### config.mk
export PLATFORM = sky130hd
export DESIGN_NAME = writeback_arbiter
export DESIGN_NICKNAME = d
export VERILOG_FILES = /design/src/rtl/writeback_arbiter.sv
export SDC_FILE = /design/constraint.sdc
export NUM_CORES = 1
export LEC_CHECK = 0
export CAP_MARGIN = 20
export CORE_MARGIN = 2
export CORE_UTILIZATION = 40
export DETAILED_ROUTE_END_ITERATION = 8
export PLACE_DENSITY = 0.75
export SLEW_MARGIN = 20
export SYNTH_ARGS = -nofsm -noshare
export SYNTH_HDL_FRONTEND = slang
export SYNTH_SLANG_ARGS = --single-unit
export TNS_END_PERCENT = 30
### constraint.sdc
create_clock -name clk -period 5.6 [get_ports clk]
set_clock_uncertainty 0.15 [all_clocks]
set_input_delay 1.12 -clock clk [delete_from_list [all_inputs] [get_ports clk]]
set_output_delay 1.12 -clock clk [all_outputs]
set_load 0.01 [all_outputs]
### src/rtl/writeback_arbiter.sv
// Completion-side tracker: follows each functional unit from issue to completion
// and round-robin arbitrates finished units onto the single writeback port.
module writeback_arbiter #(
    parameter int REG_ADDR_SIZE     = 4,
    parameter int PRED_ADDR_SIZE    = 2,
    parameter int FUNC_UNIT_OP_SIZE = 3,
    parameter int DATA_WIDTH        = 32,
    parameter int NUM_FUNC_UNITS    = 1 << FUNC_UNIT_OP_SIZE
) (
    input  logic                                 clk,
    input  logic                                 reset,
    input  logic                                 issue,
    input  logic [FUNC_UNIT_OP_SIZE-1:0]         func_unit,
    input  logic [REG_ADDR_SIZE-1:0]             reg_dest_addr,
    input  logic                                 reg_dest_valid,
    input  logic [PRED_ADDR_SIZE-1:0]            pred_dest_addr,
    input  logic                                 pred_dest_valid,
    input  logic [NUM_FUNC_UNITS-1:0]            unit_done,
    input  logic [NUM_FUNC_UNITS*DATA_WIDTH-1:0] unit_reg_result,
    input  logic [NUM_FUNC_UNITS-1:0]            unit_pred_result,
    output logic [NUM_FUNC_UNITS-1:0]            free_units,
    output logic                                 wr_reg,
    output logic [REG_ADDR_SIZE-1:0]             wr_reg_addr,
    output logic [DATA_WIDTH-1:0]                wr_reg_data,
    output logic                                 wr_pred,
    output logic [PRED_ADDR_SIZE-1:0]            wr_pred_addr,
    output logic                                 wr_pred_data,
    output logic [FUNC_UNIT_OP_SIZE-1:0]         wb_unit_id,
    output logic                                 issue_err
);

    localparam int UNIT_W = FUNC_UNIT_OP_SIZE;

    typedef enum logic [1:0] {
        IDLE    = 2'd0,
        EXEC    = 2'd1,
        WAIT_WB = 2'd2
    } unit_state_t;

    unit_state_t                state      [NUM_FUNC_UNITS];
    unit_state_t                state_next [NUM_FUNC_UNITS];

    logic [REG_ADDR_SIZE-1:0]   cap_reg_addr  [NUM_FUNC_UNITS];
    logic                       cap_reg_valid [NUM_FUNC_UNITS];
    logic [PRED_ADDR_SIZE-1:0]  cap_pred_addr [NUM_FUNC_UNITS];
    logic                       cap_pred_valid[NUM_FUNC_UNITS];
    logic [DATA_WIDTH-1:0]      cap_reg_data  [NUM_FUNC_UNITS];
    logic                       cap_pred_data [NUM_FUNC_UNITS];

    logic [UNIT_W-1:0]          rr_ptr;
    logic [UNIT_W-1:0]          cand;
    logic [UNIT_W-1:0]          grant_id;
    logic                       grant_valid;

    // First WAIT_WB unit at or after rr_ptr; the UNIT_W-bit add wraps for free.
    always_comb begin
        grant_valid = 1'b0;
        grant_id    = '0;
        cand        = '0;
        for (int unsigned k = 0; k < NUM_FUNC_UNITS; k++) begin
            cand = rr_ptr + UNIT_W'(k);
            if (!grant_valid && state[cand] == WAIT_WB) begin
                grant_valid = 1'b1;
                grant_id    = cand;
            end
        end
    end

    always_comb begin
        for (int unsigned i = 0; i < NUM_FUNC_UNITS; i++) begin
            state_next[i] = state[i];
            case (state[i])
                IDLE: begin
                    if (issue && func_unit == UNIT_W'(i))
                        state_next[i] = EXEC;
                end
                EXEC: begin
                    if (unit_done[i])
                        state_next[i] = (cap_reg_valid[i] || cap_pred_valid[i]) ? WAIT_WB : IDLE;
                end
                WAIT_WB: begin
                    if (grant_valid && grant_id == UNIT_W'(i))
                        state_next[i] = IDLE;
                end
                default: state_next[i] = IDLE;
            endcase
        end
    end

    always_ff @(posedge clk) begin
        for (int unsigned i = 0; i < NUM_FUNC_UNITS; i++) begin
            if (reset)
                state[i] <= IDLE;
            else
                state[i] <= state_next[i];
        end
    end

    always_comb begin
        free_units = '0;
        for (int unsigned i = 0; i < NUM_FUNC_UNITS; i++)
            free_units[i] = (state[i] == IDLE);
    end

    // Dest tags latch at issue, results latch at completion.
    always_ff @(posedge clk) begin
        for (int unsigned i = 0; i < NUM_FUNC_UNITS; i++) begin
            if (reset) begin
                cap_reg_addr[i]   <= '0;
                cap_reg_valid[i]  <= 1'b0;
                cap_pred_addr[i]  <= '0;
                cap_pred_valid[i] <= 1'b0;
                cap_reg_data[i]   <= '0;
                cap_pred_data[i]  <= 1'b0;
            end else begin
                if (state[i] == IDLE && issue && func_unit == UNIT_W'(i)) begin
                    cap_reg_addr[i]   <= reg_dest_addr;
                    cap_reg_valid[i]  <= reg_dest_valid;
                    cap_pred_addr[i]  <= pred_dest_addr;
                    cap_pred_valid[i] <= pred_dest_valid;
                end
                if (state[i] == EXEC && unit_done[i]) begin
                    cap_reg_data[i]  <= unit_reg_result[i*DATA_WIDTH +: DATA_WIDTH];
                    cap_pred_data[i] <= unit_pred_result[i];
                end
            end
        end
    end

    always_ff @(posedge clk) begin
        if (reset) begin
            issue_err <= 1'b0;
        end else if (issue && state[func_unit] != IDLE) begin
            issue_err <= 1'b1;
        end
    end

    always_ff @(posedge clk) begin
        if (reset) begin
            rr_ptr       <= '0;
            wr_reg       <= 1'b0;
            wr_pred      <= 1'b0;
            wr_reg_addr  <= '0;
            wr_reg_data  <= '0;
            wr_pred_addr <= '0;
            wr_pred_data <= 1'b0;
            wb_unit_id   <= '0;
        end else begin
            wr_reg  <= grant_valid && cap_reg_valid[grant_id];
            wr_pred <= grant_valid && cap_pred_valid[grant_id];
            if (grant_valid) begin
                rr_ptr       <= grant_id + 1'b1;
                wr_reg_addr  <= cap_reg_addr[grant_id];
                wr_reg_data  <= cap_reg_data[grant_id];
                wr_pred_addr <= cap_pred_addr[grant_id];
                wr_pred_data <= cap_pred_data[grant_id];
                wb_unit_id   <= grant_id;
            end
        end
    end

endmodule

==> metrics.txt, run 1 <==
slowest CP cell=dfxtp_1; Setup CP Type=flip-flop to flip-flop; hpwl dp=41,600 um; core box area=0.0442 mm2; Post-synth EDFFs=328; initial antenna violation count=9; Async S/R FF share, synth=0; warnings from Yosys=0; critical path cell sequence=inv_2 > ha_1 > nor4bb_1 > a31oi_1 > a21oi_1 > or4b_1 > or3_1 > o211ai_2 > inv_2 > nand4_1 > buf_4 > o22ai_1 > nor3_1; share of layout cells above drive strength 1=0.0772; Reg2Reg Depth=13; vias per cell=5.56; largest area contributor in the netlist=edfxtp_1; cts repair resizes=0; status=complete, no violations; min Tclk post-route=around 5.0 ns; Slew Viols, Final=0; Starting Density=0.405; Hold WC Path Type=flip-flop to flip-flop; fillers=roughly 3,700; first-pass GRT wire length=approximately 85,000 um; Regs by FF count=cap_reg_data (256), cap_reg_addr (32), wr_reg_data (32); Placed Area=0.0219 mm2; Pint=5.40 mW; RSZ-0062 raised after global routing=no; Die X=216 um; Pwr Density=slightly above 300 mW/mm2; worst slew pin tran=1.06 ns; Hold Startpoint=issue_err; max reg flops=256; post-synthesis register bit count=395; row cnt=77; final worst-path cycle share=0.899; die area=0.0465 mm2; Worst Path Buf+Inv=3; H-tree Lvls=2; Yosys cell types=62; fin area=~0.023 mm2; WHS Path Cells=2; most frequent CP cell=inv_2; # clock sinks=395; 1st-pass router iterations=5; WL final=58,600 um; Post-Synthesis Cell Area=0.0179 mm2; Num CTS Buffers=40; Final Hold Fails=0; LEAKAGE=~8.4 nW; Cells after Synth=roughly 1,500; arrival time at the worst endpoint=about 5.4 ns; routability cong.=0.941; port buffer count=338; combinational share of power=0.130; CP required=about 5.9 ns; routed via count=13,600; NumNets Final=roughly 2,100; MaxCap Viol Count=0; crit-path max cell delay=0.67 ns; Rel. slew slack=0.287; Hold-fix buffers, CTS=0; commonest non-fill, non-tap cell in the layout=clkdlybuf4s50_1; Most used DFF post-synth=edfxtp_1; average wire per standard cell=24.0 um; r2r startpoint=rr_ptr[0]; area share of the largest cell type after synthesis=0.550; Post-Layout Cell Count=2,438; CP Launch Type=flip-flop; # IOs=roughly 340; r2r setup slk=0.57 ns; dpl ws=0.670 ns; worst setup margin=~0.57 ns; clk root buf=clkbuf_16; Hold EP=issue_err; Clk pin slew, worst setup/hold paths=around 0.07 ns; sequential share of the synthesized area=0.624; Crit path max-delay family=simple AND/OR/NAND/NOR gates; Layout Utilization=0.528; most frequent cells in the layout=337 x clkdlybuf4s50_1, 328 x edfxtp_1, 313 x and2_1; pin count of the biggest net entering global routing=63; crit end category=flip-flop; post-route antenna net violation count=0; Tot Pwr=7.12 mW; Hold Slack=roughly 0.33 ns; TNS Setup=0 ns; Flop pwr share=0.479; syn nets=1,791; vias in the first global route=13,400; Die Y=216 um; Clk pwr share=0.391; P_sw=around 1.7 mW; Clock Path Buffers=3; Biggest register=cap_reg_data; GRT Total Usage=0.245; CTS tree=built; switch share=0.241; max frequency=just under 200 MHz; First DRT Iteration DRCs=roughly 1,600; Setup Fix Bufs, Post-CTS=0; clk_lat worst skew=0.55 ns; Crit Path Max Fanout=39; area added between synthesis and finish=30.3%; gr ovfl total=0; Inst Count DP=2,357; Peak VDD IR=approximately 0.18 mV; Area contributors post-synth=edfxtp_1 55%, and2_1 11%, dfxtp_1 7.5%, nand2_1 4.1%, mux2i_1 2.5%; Synth Area per Inst=12.0 um2; RR Endpoint=wr_reg_data[0]; Setup Viol. Count Final=0; remaining routing DRC violations=0
synth_stat cells, types with 6 or more instances:
library cell / n
mux2i_1: 44
clkbuf_1: 68
a32o_1: 38
a311o_1: 38
nor3_1: 41
dfxtp_1: 67
a21oi_1: 24
nand3_1: 13
edfxtp_1: 328
mux4_2: 13
and3_1: 18
nand2_1: 196
nand3b_1: 8
and2_1: 314
o22ai_1: 38
inv_1: 6
ha_1: 8
nand2b_1: 11
buf_4: 10
a2111oi_0: 6
buf_2: 20
nor2b_1: 12
o21ai_0: 11
or2_2: 6
nor2_1: 88
power by group through the flow:
| stage | logic, mW | registers [mW] | clock network, mW |
|---|---|---|---|
| 2_1_floorplan | 0.389 | 3.45 | 0 |
| 3_3_place_gp | 0.896 | 3.47 | 0 |
| 3_5_place_dp | 0.907 | 3.47 | 0 |
| 4_1_cts | 0.914 | 3.41 | 2.81 |
| 5_1_grt | 0.975 | 3.42 | 2.92 |
| 6_report | 0.922 | 3.41 | 2.78 |
cell type report:
type | instances | area (um2) | share of cell area
Antenna cell | 7 | 17.5 | 0.000750
Clock buffer | 60 | 1220 | 0.0522
Clock inverter | 14 | 160 | 0.00686
Inverter | 10 | 40.0 | 0.00172
Multi-Input combinational cell | 991 | 6320 | 0.271
Sequential cell | 395 | 11200 | 0.479
Tap cell | 592 | 741 | 0.0317
Timing Repair Buffer | 369 | 3660 | 0.157
tightest hold or removal path, cell delays in order (launching register included):
cell,delay (ns)
dfxtp_1,0.34
a21oi_1,0.05
nor2_1,0.07
cell families (layout without fill, tap and decap cells):
kind of cell,after synthesis,count (layout),share of synthesized area
XOR/XNOR,4,4,0.00196
other,0,7,0
AO/OA/AOI/OAI,189,189,0.0842
flip-flops,395,395,0.624
buffers and inverters,111,453,0.0267
adder cells (fa/ha/maj),8,8,0.00559
multiplexers,59,59,0.0423
AND/OR/NAND/NOR,731,731,0.215
routing by layer:
layer  vias up  part of all wire  GRT usage
li1       6049                 -          -
met1      6635              0.43      0.351
met2       745              0.43      0.359
met3       135             0.094     0.0492
met4         2             0.046      0.114
met5         -           0.00022          0
worst max-delay path by stage:
stage,startpoint,endpoint,slack [ns],cells after the start
2_1_floorplan,rr_ptr[1],flip-flop,1.52,18
3_3_place_gp,rr_ptr[0],wr_reg_data[22],0.74,13
3_5_place_dp,rr_ptr[0],wr_reg_data[0],0.67,13
4_1_cts,rr_ptr[0],wr_pred_data,0.64,13
5_1_grt,rr_ptr[0],wr_reg_data[22],0.12,13
6_report,rr_ptr[0],wr_reg_data[0],0.57,13
Note: power is estimated with default switching activity, not from simulation.
==> run 2: changes to the inputs <==
clock period = 5.62 ns   (was 5.6 ns; I/O delays follow)
==> run 2 against run 1 <==
  * Fmax down 0.64%
  * Cell count increased by 0.25%
  * Utilization up 0.12 points
  * Die area unchanged
  * Sequential share of layout area decreased by 0.11 points
  * Final area grew 0.22%
  * Via count about the same
  * Count of clock-buffer cells in the layout is 9 lower
  * Clock power up 2%
==> metrics.txt, run 2 (same netlist as run 1, synthesis figures left out) <==
# IOs=339; NumNets Final=2,103; Clk pin slew, worst setup/hold paths=approximately 0.06 ns; clk root buf=clkbuf_16; share of layout cells above drive strength 1=0.0776; crit-path max cell delay=around 0.73 ns; Setup CP Type=flip-flop to flip-flop; Peak VDD IR=0.170 mV; dpl ws=0.673 ns; routed via count=13,600; WL final=between 50,000 and 60,000 um; # clock sinks=around 400; MaxCap Viol Count=0; vias in the first global route=13,400; pin count of the biggest net entering global routing=73; Die X=216 um; CTS tree=built; Setup Viol. Count Final=0; Hold WC Path Type=flip-flop to flip-flop; commonest non-fill, non-tap cell in the layout=clkdlybuf4s50_1; CP required=~6 ns; final worst-path cycle share=0.901; arrival time at the worst endpoint=5.33 ns; Setup Fix Bufs, Post-CTS=0; die area=0.0465 mm2; post-route antenna net violation count=0; Die Y=216 um; LEAKAGE=about 8.4 nW; initial antenna violation count=11; first-pass GRT wire length=86,000 um; Biggest register=cap_reg_data; most frequent cells in the layout=337 x clkdlybuf4s50_1, 328 x edfxtp_1, 313 x and2_1; Slew Viols, Final=0; TNS Setup=0 ns; CP Launch Type=flip-flop; worst slew pin tran=1.10 ns; Regs by FF count=cap_reg_data (256), cap_reg_addr (32), wr_reg_data (32); crit end category=flip-flop; RSZ-0062 raised after global routing=no; Clock Path Buffers=3; Crit Path Max Fanout=39; gr ovfl total=0; clk_lat worst skew=0.56 ns; Hold-fix buffers, CTS=0; area added between synthesis and finish=30.6%; worst setup margin=0.555 ns; Starting Density=0.405; Tot Pwr=7.16 mW; critical path cell sequence=inv_2 > ha_1 > nor4bb_1 > a31oi_1 > a21oi_1 > or2_2 > o41ai_1 > a211oi_4 > inv_4 > nand4_1 > buf_4 > o22ai_1 > nor3_1; remaining routing DRC violations=0; Num CTS Buffers=43; vias per cell=5.55; max reg flops=256; slowest CP cell=o41ai_1; average wire per standard cell=about 24 um; Rel. slew slack=0.263; routability cong.=0.962; GRT Total Usage=0.248; row cnt=77; core box area=roughly 0.044 mm2; min Tclk post-route=5.07 ns; cts repair resizes=0; hpwl dp=approximately 42,000 um; H-tree Lvls=2; Final Hold Fails=0; 1st-pass router iterations=5; Pwr Density=306 mW/mm2; max frequency=197 MHz; status=complete, no violations; First DRT Iteration DRCs=approximately 1,600; port buffer count=338
-- run 2: changes by cell type in the layout (fill, tap and decap cells not counted), sizes merged --
| cell | before | now |
|---|---|---|
| clkinv | 11 | 21 |
| clkbuf | 60 | 51 |
| diode | 7 | 9 |
| inv | 9 | 11 |
| buf | 32 | 31 |
| bufinv | 3 | 4 |
| clkinvlp | 1 | 2 |
-- run 2: per-stage QoR --
stage	utilization	instance area [um2]	hold slack, ns	instances
2_1_floorplan	-	17900	0.331	1497
3_3_place_gp	0.496	21900	0.305	2356
3_5_place_dp	0.496	22000	0.311	2356
4_1_cts	0.528	23400	0.325	2435
5_1_grt	0.529	23400	0.364	2443
6_report	0.529	23400	0.328	2444
-- run 2: worst paths after layout --
kind | startpoint | endpoint | slack [ns] | cells past startpoint
setup / recovery | rr_ptr[0] | wr_reg_data[0] | 0.55 | 13
hold / removal | issue_err | issue_err | 0.33 | 2
setup reg to reg | rr_ptr[0] | wr_reg_data[0] | 0.55 | 13
hold reg to reg | issue_err | issue_err | 0.33 | 2
-- run 2: final cells by class --
class	instances	area, um2
fillers	3733	20800
flip-flops and latches	395	11200
multi-input cells	991	6330
repair buffers	368	3670
clock buffers	51	1150
well taps	592	741
clock inverters	28	258
inverters	10	40.0
diodes	9	22.5
-- run 2: critical path: cells and delay by family (launching register included) --
family / cells / cell delay (ns)
adder cells (fa/ha/maj): 1 / 0.50
AO/OA/AOI/OAI: 5 / 2.08
buffers and inverters: 3 / 0.75
flip-flops: 1 / 0.68
AND/OR/NAND/NOR: 4 / 0.77
-- run 2: power breakdown --
| group | total (mW) | leakage [nW] | switching, mW | internal, mW |
|---|---|---|---|---|
| Clock | 2.84 | 0.692 | 1.18 | 1.65 |
| Sequential | 3.40 | 3.93 | 0.0864 | 3.31 |
| Combinational | 0.922 | 3.77 | 0.492 | 0.430 |
| Total | 7.16 | 8.39 | 1.76 | 5.39 |
-- run 2: per-layer routing --
layer / global-route usage / vias up / wire length, um
li1: - / 6058 / -
met4: 0.128 / 2 / 2890
met2: 0.358 / 732 / 25400
met5: 0 / - / 14
met3: 0.0516 / 137 / 5060
met1: 0.353 / 6640 / 25700
